<file path="config.mk">
export PLATFORM = sky130hd
export DESIGN_NAME = aq_hpcp_cnt_ctrl
export DESIGN_NICKNAME = d
export VERILOG_FILES = /design/src/rtl/aq_hpcp_pkg.sv /design/src/rtl/aq_hpcp_adder_sel.sv /design/src/rtl/aq_hpcp_cnt_ctrl.sv
export SDC_FILE = /design/constraint.sdc
export NUM_CORES = 1
export LEC_CHECK = 0
export ABC_AREA = 1
export CORE_MARGIN = 1
export CORE_UTILIZATION = 47
export CTS_BUF_LIST = sky130_fd_sc_hd__clkbuf_8
export DETAILED_ROUTE_END_ITERATION = 12
export PLACE_DENSITY = 0.84
export SYNTH_ARGS = -nofsm -noshare
export SYNTH_HDL_FRONTEND = slang
export SYNTH_HIERARCHICAL = 1
export SYNTH_SLANG_ARGS = --single-unit
</file>
<file path="constraint.sdc">
create_clock -name cpuclk -period 3.1 [get_ports cpuclk]
set_input_delay 0.775 -clock cpuclk [delete_from_list [all_inputs] [get_ports cpuclk]]
set_output_delay 0.775 -clock cpuclk [all_outputs]
set_load 0.1 [all_outputs]
</file>
<file path="src/rtl/aq_hpcp_pkg.sv">
// Shared definitions for the HPM counter controller: event register layout,
// privilege encodings, FSM state encoding and the default event count.
package aq_hpcp_pkg;

    localparam int EVT_NUM_DEF  = 42;
    localparam int SEL_W        = 6;

    localparam int EVT_OF_BIT   = 63;
    localparam int EVT_MINH_BIT = 62;
    localparam int EVT_SINH_BIT = 61;
    localparam int EVT_UINH_BIT = 60;
    localparam int EVT_SEL_LSB  = 0;
    localparam int EVT_SEL_MSB  = 5;

    typedef enum logic [1:0] {
        PRIV_U = 2'd0,
        PRIV_S = 2'd1,
        PRIV_H = 2'd2,
        PRIV_M = 2'd3
    } priv_e;

    typedef enum logic [1:0] {
        ST_IDLE = 2'd0,
        ST_RUN  = 2'd1,
        ST_HALT = 2'd2
    } cnt_state_e;

    // A select code is usable only when it names an implemented event strobe.
    function automatic logic sel_legal(input logic [SEL_W-1:0] sel, input int evt_num);
        return (sel != '0) && (int'(sel) <= evt_num);
    endfunction

endpackage

</file>
<file path="src/rtl/aq_hpcp_adder_sel.sv">
// Event multiplexer: picks strobe (sel-1); codes outside 1..EVT_NUM return 0.
module aq_hpcp_adder_sel
    import aq_hpcp_pkg::*;
#(
    parameter int EVT_NUM = EVT_NUM_DEF
) (
    input  logic [EVT_NUM-1:0] evt_strb_i,
    input  logic [SEL_W-1:0]   sel_i,
    output logic               strb_o
);

    always_comb begin
        strb_o = 1'b0;
        for (int i = 0; i < EVT_NUM; i++) begin
            if (int'(sel_i) == i + 1) begin
                strb_o = evt_strb_i[i];
            end
        end
    end

endmodule

</file>
<file path="src/rtl/aq_hpcp_cnt_ctrl.sv">
// Per-counter HPM controller: event select/filter register, qualified strobe
// pipeline, counter with overflow. Optional halt-on-overflow: AQ_HPCP_OVF_INT_EN.
module aq_hpcp_cnt_ctrl
    import aq_hpcp_pkg::*;
#(
    parameter int EVT_NUM   = EVT_NUM_DEF,
    parameter int CNT_WIDTH = 64
) (
    input  logic                 cpuclk,
    input  logic                 cpurst_b,
    input  logic [EVT_NUM-1:0]   evt_strb,
    input  logic [1:0]           cur_priv,
    input  logic                 hpcp_glb_en,
    input  logic                 cnt_inhibit,
    input  logic                 csr_wr_vld,
    input  logic                 csr_wr_sel,
    input  logic [63:0]          csr_wr_data,
    output logic [CNT_WIDTH-1:0] cnt_value,
    output logic [63:0]          evt_value,
    output logic                 cnt_ovf,
    output logic                 cnt_ovf_int
);

    logic [SEL_W-1:0]     sel_q;
    logic                 minh_q, sinh_q, uinh_q;
    logic                 of_q, of_d;
    logic                 inc_vld_q;
    logic [CNT_WIDTH-1:0] cnt_q, cnt_d;
    cnt_state_e           state_q, state_d;

    logic             cnt_wr, evt_wr;
    logic [SEL_W-1:0] wr_sel;
    logic             wr_legal, sel_ok;
    logic             mux_strb, modeinh, hit_p0;
    logic             inc_apply, wrap;
    logic             unused_wr_bits;

    assign cnt_wr   = csr_wr_vld & ~csr_wr_sel;
    assign evt_wr   = csr_wr_vld &  csr_wr_sel;
    assign wr_sel   = csr_wr_data[EVT_SEL_MSB:EVT_SEL_LSB];
    assign wr_legal = sel_legal(wr_sel, EVT_NUM);
    assign sel_ok   = sel_legal(sel_q, EVT_NUM);
    assign unused_wr_bits = ^csr_wr_data[EVT_UINH_BIT-1:EVT_SEL_MSB+1];

    aq_hpcp_adder_sel #(
        .EVT_NUM    (EVT_NUM)
    ) u_adder_sel (
        .evt_strb_i (evt_strb),
        .sel_i      (sel_q),
        .strb_o     (mux_strb)
    );

    // Reserved privilege 2 is filtered with the M-mode inhibit.
    always_comb begin
        case (cur_priv)
            PRIV_U:  modeinh = uinh_q;
            PRIV_S:  modeinh = sinh_q;
            default: modeinh = minh_q;
        endcase
    end

    assign hit_p0 = mux_strb & sel_ok & hpcp_glb_en & ~cnt_inhibit & ~modeinh;

    // A counter write in the same cycle replaces the pending increment.
    assign inc_apply = inc_vld_q & (state_q == ST_RUN) & ~cnt_wr;
    assign wrap      = inc_apply & (&cnt_q);

    always_comb begin
        cnt_d = cnt_q;
        if (cnt_wr) begin
            cnt_d = csr_wr_data[CNT_WIDTH-1:0];
        end else if (inc_apply) begin
            cnt_d = cnt_q + CNT_WIDTH'(1);
        end
    end

    assign of_d = evt_wr ? csr_wr_data[EVT_OF_BIT] : (of_q | wrap);

    always_comb begin
        state_d = state_q;
        case (state_q)
            ST_IDLE: begin
                if (evt_wr && wr_legal) state_d = ST_RUN;
            end
            ST_RUN: begin
                if (evt_wr) state_d = wr_legal ? ST_RUN : ST_IDLE;
`ifdef AQ_HPCP_OVF_INT_EN
                else if (wrap) state_d = ST_HALT;
`endif
            end
            ST_HALT: begin
`ifdef AQ_HPCP_OVF_INT_EN
                if (evt_wr && !csr_wr_data[EVT_OF_BIT]) begin
                    state_d = wr_legal ? ST_RUN : ST_IDLE;
                end
`else
                state_d = ST_IDLE;
`endif
            end
            default: state_d = ST_IDLE;
        endcase
    end

    always_ff @(posedge cpuclk or negedge cpurst_b) begin
        if (!cpurst_b) begin
            state_q <= ST_IDLE;
        end else begin
            state_q <= state_d;
        end
    end

    // Stage 1 capture of the qualified strobe; an event write flushes it.
    always_ff @(posedge cpuclk or negedge cpurst_b) begin
        if (!cpurst_b) begin
            sel_q     <= '0;
            minh_q    <= 1'b0;
            sinh_q    <= 1'b0;
            uinh_q    <= 1'b0;
            of_q      <= 1'b0;
            inc_vld_q <= 1'b0;
            cnt_q     <= '0;
        end else begin
            if (evt_wr) begin
                sel_q  <= wr_sel;
                minh_q <= csr_wr_data[EVT_MINH_BIT];
                sinh_q <= csr_wr_data[EVT_SINH_BIT];
                uinh_q <= csr_wr_data[EVT_UINH_BIT];
            end
            of_q      <= of_d;
            inc_vld_q <= evt_wr ? 1'b0 : hit_p0;
            cnt_q     <= cnt_d;
        end
    end

`ifdef AQ_HPCP_OVF_INT_EN
    logic ovf_int_q;

    always_ff @(posedge cpuclk or negedge cpurst_b) begin
        if (!cpurst_b) begin
            ovf_int_q <= 1'b0;
        end else begin
            ovf_int_q <= of_q & (state_q == ST_HALT);
        end
    end

    assign cnt_ovf_int = ovf_int_q;
`else
    assign cnt_ovf_int = 1'b0;
`endif

    assign cnt_value = cnt_q;
    assign cnt_ovf   = of_q;
    assign evt_value = {of_q, minh_q, sinh_q, uinh_q,
                        {(EVT_UINH_BIT - EVT_SEL_MSB - 1){1'b0}}, sel_q};

endmodule

</file>
# After elaboration in Yosys (flattened, before gate mapping)
# Index checks and enable logic that the tools add are counted.
[totals]
reg_bits = 77
input_bits = 114
output_inout_bits = 130
wordCells = 132
[classes]
add_sub_neg = 1
magnitude_cmp = 2
eq_ne = 46
muxes = 51
bitwise = 14
reduce_logical = 10
[ops]
columns = ["cell", "count"]
rows = [
  ["6-bit == test, second input constant", 27],
  ["64-bit two-way mux", 2],
  ["64-bit by 1-bit adder with 64-bit output, second input constant", 1],
  ["64-bit AND reduction", 1],
  ["6-bit by 5-bit == test with 1-bit output, second input constant", 8],
  ["1-bit two-way mux", 45],
  ["6-bit by 4-bit == test with 1-bit output, second input constant", 4],
  ["6-bit by 3-bit == test with 1-bit output, second input constant", 2],
  ["6-bit less-or-equal comparator, second input constant", 2],
  ["6-bit nonzero test", 2],
  ["1-bit bitwise AND", 9],
  ["6-bit by 2-bit == test with 1-bit output, second input constant", 1],
  ["2-bit by 1-bit == test with 1-bit output, second input constant", 2],
  ["2-bit zero test", 2],
  ["2-bit two-way mux", 2],
  ["2-bit != test, second input constant", 2],
  ["1-bit NOT", 4],
  ["2-bit case mux with 2 select lines", 1],
  ["1-bit logical AND", 3],
  ["1-bit case mux with 2 select lines", 1],
  ["2-bit AND reduction", 1],
  ["2-bit nonzero test", 1],
  ["1-bit OR", 1],
]

# Longest topological paths before layout
# Gate-level depths: netlist (run 1).
[depth]
depth_word = 48
ltp_mapped = 30
mapped_depth_nobuf = 30

# Modules after synthesis
# Netlist (run 1), hierarchy kept.
[by_module_without_submodules]
columns = ["module", "instances", "cells_each", "area_each_um2", "seq_area_each_um2"]
rows = [
  ["aq_hpcp_cnt_ctrl", 1, 952, 5988.2, 1901.8],
  ["aq_hpcp_adder_sel", 1, 115, 609.3, 0.0],
]

# Least setup slack after synthesis (run 1)
# OpenSTA, ideal clock, no wires.
[synth_path]
path_type = "register -> register"
startpoint = "register sel_q[0]"
endpoint = "register inc_vld_q"
setup_ns = 0.130
t_arrival_ns = 3.079
required_ns = 2.970
path_slack_ns = -0.108
path_stages_with_launch = 28
path_buffers = 1
period_less_slack_ns = 3.208
cell_sequence = "dfrtp_1 buf_6 nand2_4 inv_4 nand2_1 or3b_1 nand2_1 nand4_1 nand2_1 nand4_1 nand2_1 nand4_1 nand2_1 nand4_1 nand2_1 nand4_1 nor2_1 nand4_1 nand2_1 nand4_1 nand2_1 nand2_1 nand2_1 nand4_2 nand3b_1 a211oi_1 o311ai_0 nor2_1"
[synth_between]
elab_chain_cells = 48
word_cells_on_any_way = 92
cone_classes = "order compare (1); eq/ne (42); mux (43); bitwise (4); reduce/logical (2)"
[synth_lines]
columns = ["item", "line", "source"]
rows = [
  ["start, declared", "aq_hpcp_cnt_ctrl.sv:24", "logic [SEL_W-1:0] sel_q;"],
  ["start signal, assigned", "aq_hpcp_cnt_ctrl.sv:124", "sel_q <= wr_sel;"],
  ["6-bit by 2-bit == test with 1-bit output", "aq_hpcp_adder_sel.sv:15", "if (int'(sel_i) == i + 1) begin"],
  ["1-bit two-way mux (41 in a row)", "aq_hpcp_adder_sel.sv:15", ""],
  ["1-bit two-way mux *", "aq_hpcp_adder_sel.sv:15", ""],
  ["via mux_strb", "aq_hpcp_cnt_ctrl.sv:34", "logic mux_strb, modeinh, hit_p0;"],
  ["1-bit bitwise AND * (4 in a row)", "aq_hpcp_cnt_ctrl.sv:62", "assign hit_p0 = mux_strb & sel_ok & hpcp_glb_en & ~cnt_inhibit & ~modeinh;"],
  ["1-bit two-way mux *", "aq_hpcp_cnt_ctrl.sv:130", "inc_vld_q <= evt_wr ? 1'b0 : hit_p0;"],
  ["end signal, assigned", "aq_hpcp_cnt_ctrl.sv:130", ""],
  ["end, declared", "aq_hpcp_cnt_ctrl.sv:27", "logic inc_vld_q;"],
]
# Mark *: on every way through the listed nets, which the timed path passes. The rest lies on a longest branch.
# A chain may end at the register's enable or synchronous reset.

# Final worst setup path (run 1)
[layout_path]
startpoint = "input port evt_strb[8]"
endpoint = "register inc_vld_q"
[layout_between]
elab_chain_cells = 39
[layout_lines]
columns = ["item", "line", "source"]
rows = [
  ["start, declared", "aq_hpcp_cnt_ctrl.sv:11", "input logic [EVT_NUM-1:0] evt_strb,"],
  ["1-bit two-way mux (34 in a row)", "aq_hpcp_adder_sel.sv:15", ""],
  ["via mux_strb", "aq_hpcp_cnt_ctrl.sv:34", ""],
  ["1-bit bitwise AND (4 in a row)", "aq_hpcp_cnt_ctrl.sv:62", ""],
  ["1-bit two-way mux", "aq_hpcp_cnt_ctrl.sv:130", ""],
]
# The timed path passes the listed nets, and every way through them passes these cells.

==> reports/qor.yml, run 1 <==
status: "complete, no violations"
drt_wl_total_um: 22670
grt_pass1_vias: 6802
yosys_warnings: 6
cp-start-kind: "input port"
ys_ff_latch: 76
nets: 1377
grt_pass1_wl_um: 35310
dieArea_um2: 14520
drtPass1Iterations: 5
core-area_um2: 13450
min_period_ns: 2.915
r2r_cells: 26
die_h_um: 120.5
worstReg2RegStart: "sel_q[3]$_DFFE_PN0P_"
io_buffers: 188
fin_skew_ns: 0.009900
cp_data_arrival_time_ns: 3.16
cpMostUsedCell: "nand2_1"
r2r_setup_slack_ns: 0.20
synthArstFlopShare_pct: 100.0
gp_congestion: 1.007
final_common_cell: "nand2_1"
fmax_mhz: 343.1
vdd_drop_max_v: 0.0003658
critical_path_required_ns: 3.35
crit_fanout: 1
worst_pin_slew_ns: 0.5970
dpl_cell_area_um2: 8294
die_x_um: 120.5
cp-end-kind: "register"
fin_crit_sh_pct: 94.03
worstSkewPairLatency_ns: 0.37
ctsRootBufferMaster: "clkbuf_8"
crit_family: "simple AND/OR/NAND/NOR gates"
cts_tree: "built"
syn_inst: 1067
critPathSlowestCell: "clkdlybuf4s50_1"
powerDensity_nw_per_um2: 549.8
criticalPathCategory: "input port to register"
hpwlAfterDp_um: 17850
ys_seq_area_share_pct: 28.83
layout-drive-gt1-share_pct: 13.26
drt_iter0_drc: 576
rsz0062_at_grt: "yes"
design_area_um2: 8581
setup_viol: 0
h-tree-depth: 3
final_cell_mix: "nand2_1 (390), nor2_1 (140), clkdlybuf4s50_1 (111), inv_1 (110), buf_4 (96)"
clock_sinks: 76
clock_path_buffers: 2
viasPerCell: 5.152
fin_util_pct: 63.78
drc_errors: 0
ant_nets: 0
grt_usage_pct: 31.63
post_drt_wl_per_cell_um: 15.71
p_leak_nw: 3.914
rows: 42
grt_antenna_before_repair: 0
ys.flop_type: "dfrtp_1"
slew_headroom_pct: 60.20
path_cells: "clkdlybuf4s50_1 > or3b_1 > nand2_1 > nand4_1 > nand2_1 > nand4_1 > nand2_1 > nand4_1 > nand2_1 > nand4_1 > nand2_1 > nand4_1 > nor2_1 > nand4_1 > nand2_1 > nand4_1 > nand2_1 > nand2_1 > nand2_1 > nand4_2 > nand3b_1 > a211oi_1 > o311ai_1 > nor2_1"
post_synth_num_cell_types: 45
initial_core_util_pct: 49.04
critPathMaxStageDelay_ns: 0.41
n_antenna_cell: 0
crit_buf_inv: 1
via_count: 7434
hold_viol_final: 0
grt_overflow: 0
synth_edf_count: 0
synth_area_um2: 6598
area_delta_synth_final_pct: 30.06
grt_max_degree: 56
timing.rr.end: "inc_vld_q$_DFF_PN0_"
drv_slew: 0
ctsHoldBuffers: 0
avgSynthCellArea_um2: 6.183
fillers: 1293
cts_buffers: 9
maxCapViolCount: 0
clk_pin_slew_ns: 0.08
min_path_type: "input port to asynchronous set/reset pin"
io_pins: 244
==> per-layer routing <==
metal  track usage, %  share of wire (%)
met5                0                  0
met4            12.73                3.6
met3            6.462                8.2
met1            39.97                 41
met2            52.66                 47
==> registers in the layout, indices dropped and copies added (netlist names) <==
| signal | flops |
|---|---|
| cnt_ovf | 1 |
| cnt_value | 64 |
| inc_vld_q | 1 |
| minh_q | 1 |
| sel_q | 6 |
| sinh_q | 1 |
| state_q | 1 |
| uinh_q | 1 |
==> worst max-delay path by stage <==
stage                               from  slack [ns]  cells past startpoint                  end
floorplan           sel_q[5]$_DFFE_PN0P_        0.11                     28  inc_vld_q$_DFF_PN0_
global placement             evt_strb[3]       -0.11                     27  inc_vld_q$_DFF_PN0_
detailed placement           evt_strb[3]       -0.19                     27  inc_vld_q$_DFF_PN0_
CTS                          evt_strb[3]        0.19                     27  inc_vld_q$_DFF_PN0_
global route                 evt_strb[1]       -0.05                     27  inc_vld_q$_DFF_PN0_
finish                       evt_strb[8]        0.19                     24  inc_vld_q$_DFF_PN0_
==> cell type report <==
| type | count | area (um2) | area share, % |
|---|---|---|---|
| Clock buffer | 9 | 123.9 | 1.444 |
| Clock inverter | 7 | 67.56 | 0.7874 |
| Inverter | 119 | 456.7 | 5.322 |
| Multi-Input combinational cell | 844 | 3896 | 45.41 |
| Sequential cell | 76 | 1907 | 22.22 |
| Tap cell | 176 | 220.2 | 2.566 |
| Timing Repair Buffer | 212 | 1909 | 22.25 |
==> cell usage after synthesis, types with 10 or more instances <==
| cell | count | area, um2 |
|---|---|---|
| nand3_1 | 58 | 290.3 |
| o211ai_1 | 10 | 75.07 |
| nor2_1 | 142 | 533.0 |
| nand2_2 | 11 | 68.82 |
| nor2_2 | 10 | 62.56 |
| inv_1 | 109 | 409.1 |
| dfrtp_1 | 76 | 1902 |
| xor2_1 | 17 | 148.9 |
| buf_4 | 59 | 442.9 |
| o21ai_0 | 34 | 170.2 |
| nand2_1 | 391 | 1468 |
| nand4_1 | 30 | 187.7 |
| o21ai_1 | 21 | 105.1 |
==> cells by family (layout without fill, tap and decap cells) <==
kind of cell	count (synthesis)	in the layout	share of synthesized area, %
AND/OR/NAND/NOR	668	668	43.52
buffers and inverters	201	347	15.38
AO/OA/AOI/OAI	95	95	8.705
flip-flops	76	76	28.83
XOR/XNOR	25	25	3.319
adder cells (fa/ha/maj)	1	1	0.1896
other	1	55	0.05684
==> repair_timing <==
| item | CTS | global route |
|---|---|---|
| buffers inserted | 0 | 10 |
| endpoints found under the setup margin | 0 | 1 |
| resized for setup | 0 | 10 |
==> through the flow <==
stage                     total power, mW  instances  TNS [ns]  setup slack, ns  hold WS (ns)
after floorplan                     3.340       1121         0           0.1088        0.4489
after global placement              3.888       1417   -0.1108          -0.1108        0.4700
final                               4.718       1443         0           0.1852        0.4002
after detailed placement            3.911       1417   -0.1946          -0.1946        0.4789
after CTS                           4.681       1433         0           0.1884        0.4144
after global routing                4.920       1443  -0.04816         -0.04816        0.4296
==> worst register-to-register path: cells and delay by family, from the launching register on <==
family | cells | cell delay (ns)
buf+inv | 1 | 0.08
simple gates | 23 | 2.10
flops | 1 | 0.46
compound gates | 2 | 0.14
==> power breakdown <==
group          switching [mW]  internal (mW)  leakage [nW]
sequential              0.253           1.14         0.935
clock                   0.411          0.369        0.0968
combinational            1.96          0.586          2.88
total                    2.62           2.10          3.91
No activity file was read; power rests on OpenSTA's default activity.
==> inputs of run 2 (changes only) <==
--- a/config.mk
+++ b/config.mk
@@ -11,6 +11,7 @@
 export CTS_BUF_LIST = sky130_fd_sc_hd__clkbuf_8
 export DETAILED_ROUTE_END_ITERATION = 12
 export PLACE_DENSITY = 0.84
+export SLEW_MARGIN = 20
 export SYNTH_ARGS = -nofsm -noshare
 export SYNTH_HDL_FRONTEND = slang
 export SYNTH_HIERARCHICAL = 1
==> results of run 2 <==
No change in the layout: final DEF, timing and power equal those of run 1.
